[config.mk]
export PLATFORM = sky130hd
export DESIGN_NAME = multi_chan_tx_buffer
export DESIGN_NICKNAME = d
export VERILOG_FILES = /design/src/rtl/multi_chan_tx_buffer.sv
export SDC_FILE = /design/constraint.sdc
export NUM_CORES = 1
export LEC_CHECK = 0
export CORE_AREA = 2 2 123 77
export CTS_CLUSTER_DIAMETER = 50
export DETAILED_ROUTE_END_ITERATION = 7
export DIE_AREA = 0 0 125 79
export GPL_TIMING_DRIVEN = 0
export HOLD_SLACK_MARGIN = 0.05
export PLACE_DENSITY = 0.71
export RECOVER_POWER = 100
export SLEW_MARGIN = 20
export SYNTH_ARGS = -nofsm -noshare
export SYNTH_HDL_FRONTEND = slang
export SYNTH_SLANG_ARGS = --single-unit
[constraint.sdc]
create_clock -name i_clk_sys -period 8 [get_ports i_clk_sys]
set_clock_uncertainty 0.05 [all_clocks]
set_input_delay 1.6 -clock i_clk_sys [delete_from_list [all_inputs] [get_ports i_clk_sys]]
set_output_delay 1.6 -clock i_clk_sys [all_outputs]
set_load 0.02 [all_outputs]
[src/rtl/multi_chan_tx_buffer.sv]
// Per-channel byte FIFOs merged onto one registered TX stream by a round-robin arbiter.
// Each output byte carries its source channel; per-channel sticky overflow flags and an activity LED.
module multi_chan_tx_buffer #(
  parameter  int DATA_W   = 8,
  parameter  int DEPTH    = 4,
  parameter  int N_CH     = 2,
  parameter  int LED_HOLD = 1000,
  localparam int CH_W     = (N_CH > 1) ? $clog2(N_CH) : 1
) (
  input  logic                     i_clk_sys,
  input  logic                     i_rst,
  input  logic [N_CH*DATA_W-1:0]   i_in_data,
  input  logic [N_CH-1:0]          i_in_valid,
  output logic [N_CH-1:0]          o_in_ready,
  input  logic [N_CH-1:0]          i_ovf_clr,
  output logic [DATA_W-1:0]        o_tx_data,
  output logic [CH_W-1:0]          o_tx_ch,
  output logic                     o_tx_valid,
  input  logic                     i_tx_ready,
  output logic [N_CH-1:0]          o_overflow,
  output logic                     o_led
);

  localparam int AW = $clog2(DEPTH);
  localparam int CW = AW + 1;
  localparam int LW = $clog2(LED_HOLD + 1);

  // state | meaning: S_EMPTY | output stage holds nothing, S_FULL | tx_data/tx_ch hold a byte
  localparam logic [0:0] S_EMPTY = 1'b0;
  localparam logic [0:0] S_FULL  = 1'b1;

  logic [DATA_W-1:0] r_mem    [N_CH][DEPTH];
  logic [AW-1:0]     r_wr_ptr [N_CH];
  logic [AW-1:0]     r_rd_ptr [N_CH];
  logic [CW-1:0]     r_count  [N_CH];
  logic [N_CH-1:0]   r_overflow;
  logic [0:0]        r_state;
  logic [DATA_W-1:0] r_tx_data;
  logic [CH_W-1:0]   r_tx_ch;
  logic [CH_W-1:0]   r_last;
  logic [LW-1:0]     r_led_cnt;

  logic [N_CH-1:0]   w_in_ready;
  logic [N_CH-1:0]   w_nonempty;
  logic [N_CH-1:0]   w_push;
  logic [N_CH-1:0]   w_pop;
  logic [CH_W-1:0]   w_grant;
  logic [CH_W-1:0]   w_idx;
  logic              w_any;
  logic              w_load;
  logic              w_hs;

  for (genvar c = 0; c < N_CH; c++) begin : g_ch
    assign w_in_ready[c] = (r_count[c] != CW'(DEPTH));
    assign w_nonempty[c] = (r_count[c] != '0);
    assign w_push[c]     = i_in_valid[c] & w_in_ready[c];
    assign w_pop[c]      = w_load & (w_grant == CH_W'(c));
  end

  // Search starts one past the last grant so every busy channel gets a turn.
  always_comb begin
    w_any   = 1'b0;
    w_grant = r_last;
    w_idx   = r_last;
    for (int i = 1; i <= N_CH; i++) begin
      w_idx = CH_W'((int'(r_last) + i) % N_CH);
      if (!w_any && w_nonempty[w_idx]) begin
        w_any   = 1'b1;
        w_grant = w_idx;
      end
    end
  end

  assign w_hs   = (r_state == S_FULL) & i_tx_ready;
  assign w_load = w_any & ((r_state == S_EMPTY) | i_tx_ready);

  always_ff @(posedge i_clk_sys) begin
    for (int c = 0; c < N_CH; c++) begin
      if (w_push[c]) r_mem[c][r_wr_ptr[c]] <= i_in_data[c*DATA_W +: DATA_W];
    end
  end

  always_ff @(posedge i_clk_sys) begin
    if (i_rst) begin
      for (int c = 0; c < N_CH; c++) begin
        r_wr_ptr[c] <= '0;
        r_rd_ptr[c] <= '0;
        r_count[c]  <= '0;
      end
      r_overflow <= '0;
    end else begin
      for (int c = 0; c < N_CH; c++) begin
        if (w_push[c]) r_wr_ptr[c] <= r_wr_ptr[c] + 1'b1;
        if (w_pop[c])  r_rd_ptr[c] <= r_rd_ptr[c] + 1'b1;
        case ({w_push[c], w_pop[c]})
          2'b10:   r_count[c] <= r_count[c] + 1'b1;
          2'b01:   r_count[c] <= r_count[c] - 1'b1;
          default: r_count[c] <= r_count[c];
        endcase
        // A drop in the same cycle as a clear must stay visible.
        if (i_in_valid[c] & ~w_in_ready[c]) r_overflow[c] <= 1'b1;
        else if (i_ovf_clr[c])              r_overflow[c] <= 1'b0;
      end
    end
  end

  always_ff @(posedge i_clk_sys) begin
    if (i_rst) begin
      r_state   <= S_EMPTY;
      r_tx_data <= '0;
      r_tx_ch   <= '0;
      r_last    <= '0;
      r_led_cnt <= '0;
    end else begin
      if (w_hs)                 r_led_cnt <= LW'(LED_HOLD);
      else if (r_led_cnt != '0) r_led_cnt <= r_led_cnt - 1'b1;

      case (r_state)
        S_EMPTY: begin
          if (w_load) r_state <= S_FULL;
        end
        S_FULL: begin
          if (w_hs && !w_load) r_state <= S_EMPTY;
        end
        default: r_state <= S_EMPTY;
      endcase

      if (w_load) begin
        r_tx_data <= r_mem[w_grant][r_rd_ptr[w_grant]];
        r_tx_ch   <= w_grant;
        r_last    <= w_grant;
      end
    end
  end

  assign o_in_ready = w_in_ready;
  assign o_overflow = r_overflow;
  assign o_tx_valid = (r_state == S_FULL);
  assign o_tx_data  = r_tx_data;
  assign o_tx_ch    = r_tx_ch;
  assign o_led      = (r_led_cnt != '0);

endmodule
# --- Yosys cells after proc, flatten, opt, wreduce, memory -nomap -nowiden ---
# Memory sizes are Yosys's and may differ from the RTL's.
# Cells that the tools add are included.
word_totals:
  register_bits: 22
  ramBits: 78
  mem_count: 4
mem_list:
  columns: ["memory", "words", "word_bits", "rd", "rd_clocked_by_memory_dff", "write_ports", "line", "rtl"]
  rows:
  - ["r_mem", 2, 32, 1, 0, 2, "32", "logic [DATA_W-1:0] r_mem [N_CH][DEPTH];"]
  - ["r_count", 2, 3, 2, 0, 2, "35", "logic [CW-1:0] r_count [N_CH];"]
  - ["r_rd_ptr", 2, 2, 3, 0, 2, "34", "logic [AW-1:0] r_rd_ptr [N_CH];"]
  - ["r_wr_ptr", 2, 2, 2, 0, 2, "33", "logic [AW-1:0] r_wr_ptr [N_CH];"]
op_classes:
  add_sub_neg: 11
  magnitude_cmp: 7
  n_eq_ne: 6
  muxes: 68
  bitwise: 26
  reduce_logical: 15
op_table:
  columns: ["cell", "count"]
  rows:
  - ["32-bit two-way mux", 2]
  - ["1-bit two-way mux", 46]
  - ["8-bit demux with 2-bit select", 2]
  - ["8-bit two-way mux", 4]
  - ["10-bit two-way mux", 2]
  - ["3-bit two-way mux", 6]
  - ["8-bit binary-select mux with 2-bit select", 1]
  - ["1-bit bitwise OR", 11]
  - ["10-bit nonzero test", 1]
  - ["10-bit by 1-bit subtractor with 10-bit output (second input constant)", 1]
  - ["3-bit greater-or-equal comparator (second input constant)", 3]
  - ["2-bit NOT with 3-bit output", 3]
  - ["2-bit by 1-bit adder with 2-bit output (second input constant)", 4]
  - ["1-bit AND", 8]
  - ["2-bit two-way mux", 4]
  - ["3-bit by 1-bit adder with 3-bit output (second input constant)", 2]
  - ["3-bit by 1-bit less-than comparator with 1-bit output (second input constant)", 2]
  - ["3-bit inequality test (second input constant)", 2]
  - ["2-bit nonzero test", 3]
  - ["3-bit nonzero test", 2]
  - ["2-bit OR reduction", 3]
  - ["3-bit by 1-bit subtractor with 3-bit output (second input constant)", 2]
  - ["2-bit by 1-bit equality test with 1-bit output (second input constant)", 2]
  - ["2-bit equality test (second input constant)", 2]
  - ["other kinds (6)", 15]

# --- Logic depth before layout (Yosys ltp) ---
# Gate-level depths: netlist (run 1).
depth:
  depth_word: 16
  ltp_mapped: 13
  mapped_depth_nobuf: 12

# --- Least setup slack after synthesis (run 1) ---
# OpenSTA, ideal clock, no wires.
synth_path:
  kind: "input to register"
  start: "in i_tx_ready"
  end: "mem r_count[0][2] (netlist bit), data pin"
  setup_ps: 254
  t_arrival_ps: 3398
  t_required_ps: 7696
  path_slack_ps: 4297
  path_stages: 11
  cell_sequence: "nand2b_1 > o41a_1 > clkbuf_1 > nand2_1 > inv_1 > ha_1 > nand2_1 > fa_1 > xor2_1 > xnor2_1 > nor2_1"
synth_rtl:
  columns: ["element", "line", "rtl"]
  rows:
  - ["from (decl)", "19", "input logic i_tx_ready,"]
  - ["to (decl)", "35", null]

==> summary.txt, run 1 <==
Timing
  • RSZ-0062 raised after global routing: false
  • # setup viols final: 0
  • Peak Freq: 226 MHz
  • Final worst-path cycle share: 55.2%
  • Slew HR: 23.7%
  • Slew Limit Fails: 0
  • Worst slew pin tran: 1.13 ns
  • Setup TNS: 0 ns
  • Final hold vios: 0
  • Final worst path period need: 4.42 ns

Layout
  • Layout cell share with drive strength beyond 1: 10.7%
  • Most frequent cells in the layout: edfxtp_1, dlygate4sd3_1, dfxtp_1, a21oi_1
  • Ant diodes: 0
  • Post-Layout Inst Area: 5120 um^2
  • Area Overhead vs Synth: 19.2%
  • Layout Nets: 382
  • Commonest non-fill, non-tap cell in the layout: edfxtp_1

Clock tree
  • Buffer count from post-CTS setup fixing: 0
  • Max Buffers Root-to-Sink: 2
  • CTS HTree Levels: 3
  • Clk root buf: clkbuf_16
  • PostCTS Resize Cnt: 0
  • Clock Sink Count: 100
  • TritonCTS buffer count: 9
  • Clk Latency, worst-skew pair: 0.34 ns
  • Reg clk slew, reported paths: 0.07 ns
  • CTS tree: built
  • CTS Hold Bufs: 0

Worst setup path
  • FF-to-FF setup slack: 4.68 ns
  • Bufs and invs on worst path: 2
  • CP Launch Point: i_tx_ready
  • Startpoint types: input pin
  • R2r endpoint: r_count[1][2]
  • R2R Path Start: r_count[1][0]
  • Most used cell, CP: a21oi_1
  • CP max FO: 10
  • WP data required: 8.15 ns
  • Worst path cell trace: dlygate4sd3_1, nand2b_1, o41a_1, clkbuf_1, nand2_1, ha_1, nor2_1, a2111oi_0, a21oi_1, a21oi_1
  • Delay-heaviest family, CP: compound AO/OA/AOI/OAI gates
  • CP endpoint: r_count[1][2]
  • Worst setup EP type: flop
  • Worst path arrival time: 4.57 ns
  • Slowest stage cell on the critical path: a2111oi_0
  • Slowest stage delay, CP: 0.62 ns
  • Worst R2R Path Depth: 10
  • Critical path depth: 10
  • Setup CP Type: in -> reg

GRT
  • GRT Util Overall: 18.2%
  • Largest net degree at the start of global routing: 18
  • Overflow after GRT: 0
  • Vias in the first global route: 2562
  • First-pass GRT wire length: 13400 um
  • Initial antenna violation count: 0

Synth
  • Cells after Synth: 295
  • Number of distinct library cells after synthesis: 43
  • EDFF count, synth: 78
  • FF+latch count, synth: 100
  • Syn avg cell area: 14.6 um^2
  • Netlist Area Pre-Place: 4300 um^2
  • Leading area contributor after synthesis: edfxtp_1
  • Synth top area share: 54.5%
  • Sequential share of the synthesized area: 64.8%
  • Synth area leaders: edfxtp_1, dfxtp_1, mux4_2
  • Syn Nets: 335
  • Main flop type after synthesis: edfxtp_1
  • Yosys warnings: 0
  • Share of async-settable or async-resettable flops after synthesis: 0%

Floorplan
  • Initial Util: 48.5%
  • # rows: 27
  • IO Pins: 38
  • Chip height: 79 um
  • Die width: 125 um
  • Placeable core region: 8850 um^2
  • Die area: 9880 um^2

Place
  • Area post-placement: 4800 um^2
  • RD Place Congestion: 0.824
  • IO buf count: 36
  • DP HPWL: 5840 um

Drt
  • Detail Route Antenna Nets: 0
  • DRC Markers: 0
  • Metal2 WL: 3680 um
  • Drt pass-1 iters: 4
  • 1st-iter DRT viols: 182
  • Wire per inst: 17.6 um
  • Metal-1 WL: 3870 um
  • Total wire length: 8160 um
  • Highest routed metal layer: met4
  • Routed vias/inst: 5.44
  • Total number of vias: 2518
  • Met3 routed WL: 471 um

Outcome
  • Status: finished clean

Flow run
  • Max-Cap Viols: 0

Power and ir drop
  • Pwr/cell area: 367 nW/um^2
  • Max VDD drop: 171 uV
  • Static leakage: 1.85 nW

Worst hold path
  • Min-delay worst type: reg -> reg
## cell usage after synthesis, types with 2 or more instances
cell type and count:
mux4_2 16, a21oi_1 18, o21ai_0 11, nor3_1 8, and2_1 3, xor2_1 5, or3b_2 2, o31ai_1 4
and3_1 8, a31oi_1 2, nand2_1 12, clkbuf_1 10, mux2i_1 9, nand3_1 2, inv_1 17, nor4_1 3
edfxtp_1 78, dfxtp_1 22, ha_1 16, buf_2 2, xnor2_1 5, nor2_1 17, a211oi_1 2, nand2b_1 4
## per-stage QoR
stage / std cells / utilization [%] / power [mW] / hold WS, ns / worst slack (ns)
after CTS: 463 / 57.9 / 1.92 / 0.433 / 3.69
after detailed placement: 447 / 54.3 / 1.45 / 0.421 / 3.33
final: 463 / 57.9 / 1.88 / 0.428 / 3.58
after global placement: 447 / 54.3 / 1.42 / 0.419 / 3.43
after floorplan: 295 / - / 1.23 / 0.434 / 4.30
after global routing: 463 / 57.9 / 2.00 / 0.455 / 3.37
## metal layers
layer,global-route usage (%),vias to the layer above
met5,0,-
met4,7.00,0
met3,5.32,9
met2,27.4,50
met1,25.3,1248
li1,-,1211
## cells by family after synthesis
logic type	count (synthesis)	share of synthesized area (%)
fa+ha+maj	17	5.13
buf+inv	30	2.68
flops	100	64.8
simple gates	67	8.18
compound gates	46	6.73
mux	25	10.5
xor+xnor	10	2.04
## worst min-delay path by stage
| stage | from | endpoint | slack (ns) | cells after the start |
|---|---|---|---|---|
| finish | o_overflow[1] | o_overflow[1] | 0.43 | 2 |
| CTS | o_overflow[1] | o_overflow[1] | 0.43 | 2 |
| global route | o_overflow[1] | o_overflow[1] | 0.46 | 2 |
| global placement | o_overflow[1] | o_overflow[1] | 0.42 | 2 |
| floorplan | r_led_cnt[2] | r_led_cnt[2] | 0.43 | 2 |
| detailed placement | o_overflow[1] | o_overflow[1] | 0.42 | 2 |
## worst register-to-register path, stage by stage (launching register included)
cell       delay, ns
edfxtp_1        0.42
inv_1           0.10
ha_1            0.23
or3b_2          0.47
nand2_1         0.38
nand2_1         0.18
ha_1            0.34
nor2_1          0.06
a2111oi_0       0.62
a21oi_1         0.16
a21oi_1         0.16
## final cells by class
cell class | count | area [um^2]
Tap cell | 116 | 145
Clock buffer | 9 | 225
Sequential cell | 100 | 2780
Buffer | 13 | 51.3
Timing Repair Buffer | 36 | 360
Fill cell | 731 | 3730
Multi-Input combinational cell | 165 | 1390
Inverter | 17 | 63.8
Clock inverter | 7 | 100
## power breakdown
group          switching (mW)  internal (mW)  leakage [nW]
sequential             0.0729          0.695         0.917
combinational           0.365          0.285         0.774
clock                   0.188          0.276         0.154
total                   0.626           1.26          1.85
## registers in the layout, summed over array words and instances (netlist names)
| signal | cells |
|---|---|
| r_wr_ptr | 4 |
| r_led_cnt | 10 |
| o_tx_data | 8 |
| r_count | 6 |
| r_last | 1 |
| r_mem | 64 |
| r_rd_ptr | 4 |
| o_tx_valid | 1 |
| o_overflow | 2 |
(Power assumes the default switching activity.)
==> inputs of run 2 (changes only) <==
==> constraint.sdc (replaced) <==
create_clock -name i_clk_sys -period 4.5 [get_ports i_clk_sys]
set_clock_uncertainty 0.05 [all_clocks]
set_input_delay 0.9 -clock i_clk_sys [delete_from_list [all_inputs] [get_ports i_clk_sys]]
set_output_delay 0.9 -clock i_clk_sys [all_outputs]
set_load 0.02 [all_outputs]
==> run 2 against run 1 <==
  * Critical path depth unchanged
  * Worst setup slack worse by 2.8 ns
  * Core utilization hardly changed
  * Clock power up 78%
  * Global-route usage unchanged
  * Sequential power rose by 77%
  * Register-to-register slack worse by 3.5 ns
  * Combinational power is 77% higher
  * Wire length grew 0.29%
  * Sequential share of layout area about the same
  * Non-clock buffer count is the same
==> summary.txt, run 2 (synthesis gave the netlist of run 1 again) <==
Outcome
  • Status: finished clean

Worst setup path
  • Setup CP Type: in -> reg
  • Worst path arrival time: 3.87 ns
  • Startpoint types: input pin
  • WP data required: 4.65 ns
  • Worst R2R Path Depth: 10
  • Slowest stage delay, CP: 0.63 ns
  • Worst setup EP type: flop
  • Most used cell, CP: a21oi_1
  • Slowest stage cell on the critical path: a2111oi_0
  • Worst path cell trace: dlygate4sd3_1, nand2b_1, o41a_1, clkbuf_1, nand2_1, ha_1, nor2_1, a2111oi_0, a21oi_1, a21oi_1
  • CP max FO: 10

Timing
  • Final worst path period need: 3.72 ns
  • Slew Limit Fails: 0
  • Final worst-path cycle share: 82.7%
  • Worst hold margin: 0.429 ns
  • Final hold vios: 0
  • Worst slew pin tran: 1.15 ns
  • Peak Freq: 269 MHz
  • RSZ-0062 raised after global routing: false
  • Slew HR: 22.2%
  • Setup TNS: 0 ns
  • # setup viols final: 0

Clock tree
  • PostCTS Resize Cnt: 0
  • Reg clk slew, reported paths: 0.07 ns
  • Max Buffers Root-to-Sink: 2
  • Buffer count from post-CTS setup fixing: 0
  • Clock Sink Count: 100
  • CTS Hold Bufs: 0
  • Clk Latency, worst-skew pair: 0.34 ns
  • TritonCTS buffer count: 9
  • CTS tree: built
  • CTS HTree Levels: 3
  • Clk root buf: clkbuf_16

GRT
  • First-pass GRT wire length: 13400 um
  • GRT Util Overall: 18.2%
  • Largest net degree at the start of global routing: 18
  • Initial antenna violation count: 0
  • Overflow after GRT: 0
  • Vias in the first global route: 2562

Drt
  • 1st-iter DRT viols: 184
  • Total wire length: 8190 um
  • Wire per inst: 17.7 um
  • Total number of vias: 2516
  • Routed vias/inst: 5.43
  • Detail Route Antenna Nets: 0
  • Drt pass-1 iters: 4
  • DRC Markers: 0

Floorplan
  • # rows: 27
  • IO Pins: 38
  • Initial Util: 48.5%
  • Placeable core region: 8850 um^2
  • Die area: 9880 um^2
  • Chip height: 79 um
  • Die width: 125 um

Flow run
  • Max-Cap Viols: 0

Layout
  • Commonest non-fill, non-tap cell in the layout: edfxtp_1
  • Ant diodes: 0
  • Layout Nets: 382
  • Layout cell share with drive strength beyond 1: 10.1%
  • Max reg flops: 64
  • Area Overhead vs Synth: 19.1%
  • Fillers: 733
  • Post-Layout Inst Area: 5120 um^2
  • Most frequent cells in the layout: edfxtp_1, dlygate4sd3_1, dfxtp_1, a21oi_1

Power and ir drop
  • Static leakage: 1.84 nW
  • Max VDD drop: 305 uV
  • Pwr/cell area: 653 nW/um^2

Place
  • RD Place Congestion: 0.824
  • Area post-placement: 4800 um^2
  • DP HPWL: 5840 um
  • IO buf count: 36

Worst hold path
  • Min-delay worst type: reg -> reg
  • Hold-critical path depth: 2
==> run 2: cell types whose count changed in the layout (fill, tap and decap cells not counted) <==
cell      before  now
buf_2          2    0
and2_0         3    2
and2_1         0    1
o311ai_1       1    0
o311ai_0       0    1
clkbuf_1      10   12
==> run 2: per-stage QoR <==
step | std cells | setup WS (ns) | total power [mW] | util (%)
finish | 463 | 0.780 | 3.34 | 57.8
global route | 463 | 0.572 | 3.56 | 57.8
CTS | 463 | 0.889 | 3.41 | 57.9
detailed placement | 447 | 0.532 | 2.57 | 54.3
global placement | 447 | 0.633 | 2.52 | 54.3
floorplan | 295 | 1.50 | 2.20 | -
==> run 2: power by group <==
group | internal, mW | switching (mW) | total [mW]
clock | 0.491 | 0.335 | 0.826
combinational | 0.502 | 0.648 | 1.15
sequential | 1.23 | 0.130 | 1.36
==> run 2: worst paths after layout <==
kind                                    start  slack [ns]       endpoint
worst max register to register  r_count[1][0]        1.16  r_count[1][2]
worst min-delay path            o_overflow[1]        0.43  o_overflow[1]
worst min register to register  o_overflow[1]        0.43  o_overflow[1]
worst max-delay path               i_tx_ready        0.78  r_count[1][2]
==> run 2: layout make-up <==
class	count	area, um^2	area share, %
Clock buffer	9	225	4.40
Clock inverter	7	100	1.96
Inverter	17	63.8	1.25
Buffer	13	48.8	0.953
Tap cell	116	145	2.84
Timing Repair Buffer	36	360	7.04
Sequential cell	100	2780	54.4
Multi-Input combinational cell	165	1390	27.2
==> run 2: critical path: cells and delay by family <==
| family | cells | cell delay (ns) |
|---|---|---|
| AO/OA/AOI/OAI | 4 | 1.30 |
| buffers and inverters | 2 | 0.94 |
| AND/OR/NAND/NOR | 3 | 0.39 |
| adder cells (fa/ha/maj) | 1 | 0.34 |
==> run 2: per-layer routing <==
metal	global-route usage (%)	vias to the layer above	wire, um	share of wire [%]
met2	27.4	56	3710	45
met3	5.32	9	457	5.6
met1	25.3	1240	3890	47
met4	7.00	0	138	1.7
met5	0	-	0	0
li1	-	1211	-	-
==> inputs of run 3 (changes only) <==
==> constraint.sdc (replaced) <==
create_clock -name i_clk_sys -period 3.6 [get_ports i_clk_sys]
set_clock_uncertainty 0.05 [all_clocks]
set_input_delay 0.72 -clock i_clk_sys [delete_from_list [all_inputs] [get_ports i_clk_sys]]
set_output_delay 0.72 -clock i_clk_sys [all_outputs]
set_load 0.02 [all_outputs]
==> run 3 against run 2 <==
  * Sequential power grew 25%
  * Core utilization is essentially flat
  * Sequential share of layout area is essentially flat
  * Combinational power grew 25%
  * Power grew 25%
  * Critical path depth shrank 3
  * Sequential cell count is the same
==> summary.txt, run 3 (synthesis gave the netlist of run 1 again) <==
Worst setup path
  • R2R Path Start: r_count[1][0]
  • Most used cell, CP: clkbuf_1
  • CP max FO: 7
  • FF-to-FF setup slack: 0.37 ns
  • Worst path arrival time: 2.62 ns
  • Worst R2R Path Depth: 12
  • Slowest stage cell on the critical path: clkdlybuf4s50_1
  • Setup CP Type: reg -> out
  • Worst setup EP type: output port
  • Slowest stage delay, CP: 0.56 ns
  • WP data required: 2.83 ns
  • Critical path depth: 7
  • Worst path cell trace: inv_1, ha_1, or4b_1, clkbuf_1, or3_1, clkbuf_1, clkdlybuf4s50_1
  • Bufs and invs on worst path: 4
  • CP Launch Point: r_led_cnt[0]
  • Startpoint types: flop
  • Delay-heaviest family, CP: buffers and inverters

Layout
  • Fillers: 735
  • Ant diodes: 0
  • Commonest non-fill, non-tap cell in the layout: edfxtp_1
  • Max reg flops: 64
  • Post-Layout Inst Area: 5120 um^2
  • Layout cell share with drive strength beyond 1: 10.4%
  • Non-Filler Instances: 463
  • Area Overhead vs Synth: 19.2%
  • Most frequent cells in the layout: edfxtp_1, dlygate4sd3_1, dfxtp_1, a21oi_1
  • Fin util: 57.9%
  • Layout Nets: 382

Floorplan
  • IO Pins: 38
  • Placeable core region: 8850 um^2
  • Die width: 125 um
  • Die area: 9880 um^2
  • Initial Util: 48.5%
  • # rows: 27
  • Chip height: 79 um

Clock tree
  • Clock Sink Count: 100
  • Reg clk slew, reported paths: 0.06 ns
  • Clk root buf: clkbuf_16
  • Clk Latency, worst-skew pair: 0.34 ns
  • TritonCTS buffer count: 9
  • Max Buffers Root-to-Sink: 2
  • CTS HTree Levels: 3
  • CTS tree: built

Timing
  • Final worst path period need: 3.39 ns
  • Worst hold margin: 0.430 ns
  • Final hold vios: 0
  • Slew Limit Fails: 0
  • Worst slew pin tran: 1.26 ns
  • Peak Freq: 295 MHz
  • Final worst-path cycle share: 94.1%
  • Slew HR: 15.0%
  • RSZ-0062 raised after global routing: false
  • # setup viols final: 0

Power and ir drop
  • Clock Power Share: 24.7%
  • Max VDD drop: 381 uV
  • Sequential Power Share: 40.8%
  • Pwr/cell area: 816 nW/um^2
  • Combinational group share of total power: 34.5%
  • Pint: 2.79 mW
  • Switching Fraction: 33.3%
  • Psw: 1.39 mW
  • Static leakage: 1.85 nW

Drt
  • DRC Markers: 0
  • Total wire length: 8160 um
  • Total number of vias: 2508
  • Wire per inst: 17.6 um
  • Drt pass-1 iters: 4
  • 1st-iter DRT viols: 179
  • Detail Route Antenna Nets: 0
  • Routed vias/inst: 5.42

Worst hold path
  • Min-delay worst type: reg -> reg
  • Worst Hold Launch: o_overflow[1]
  • Hold-critical path depth: 2

Outcome
  • Status: finished clean

Place
  • IO buf count: 36
  • RD Place Congestion: 0.824
  • Area post-placement: 4800 um^2
  • Placed instance count: 447
  • DP HPWL: 5840 um

GRT
  • Initial antenna violation count: 0
  • First-pass GRT wire length: 13400 um
  • Vias in the first global route: 2562
  • Largest net degree at the start of global routing: 18
  • Overflow after GRT: 0
  • GRT Util Overall: 18.2%

Flow run
  • Max-Cap Viols: 0
[run 3: cell count changes in the layout (fill, tap and decap cells not counted)]
| cell | change |
|---|---|
| a2111oi_0 | -1 |
| a2111oi_1 | +1 |
| clkbuf_1 | -1 |
| clkbuf_2 | +1 |
| clkdlybuf4s50_1 | +3 |
| dlygate4sd3_1 | -3 |
[run 3: worst paths after layout]
check | end
worst min-delay path | o_overflow[1]
worst min register to register | o_overflow[1]
worst max-delay path | o_led
worst max register to register | r_count[0][2]
[run 3: through the flow]
| stage | worst slack, ns | total power [mW] | TNS [ns] |
|---|---|---|---|
| finish | 0.211 | 4.18 | 0 |
| floorplan | 0.705 | 2.74 | 0 |
| CTS | 0.169 | 4.26 | 0 |
| detailed placement | -0.188 | 3.21 | -0.306 |
| global placement | -0.0869 | 3.15 | -0.158 |
| global route | 0.0727 | 4.46 | 0 |
[run 3: timing repair]
item | 4_1_cts | 5_1_grt
endpoints found under the hold margin | 0 | 0
setup buffers | 0 | 0
endpoints found under the setup margin | 0 | 2
hold buffers | 0 | 0
resized for setup | 0 | 3
[run 3: per-layer routing]
metal	track usage [%]	vias up	part of all wire (%)
met5	0	-	0
met4	7.00	0	1.3
met3	5.32	7	5.9
met2	27.4	60	45
met1	25.3	1226	48
li1	-	1215	-
[run 3: tightest hold or removal path, cell delays in order (launching register included)]
cell      delay [ns]
dfxtp_1         0.31
nand2b_1        0.07
a21oi_1         0.06
[run 3: area by class of cell]
type,count,area [um^2],area share [%]
Clock inverter,7,100,1.95
Inverter,17,63.8,1.25
Clock buffer,9,225,4.40
Sequential cell,100,2780,54.3
Multi-Input combinational cell,165,1390,27.2
Buffer,13,50.0,0.977
Tap cell,116,145,2.83
Timing Repair Buffer,36,360,7.04
[run 3: power groups by stage]
stage | clock network (mW) | registers (mW) | logic, mW
2_1_floorplan | 0 | 1.74 | 1.00
5_1_grt | 1.10 | 1.74 | 1.61
6_report | 1.03 | 1.70 | 1.44
4_1_cts | 1.06 | 1.71 | 1.50
3_3_place_gp | 0 | 1.71 | 1.44
3_5_place_dp | 0 | 1.73 | 1.48
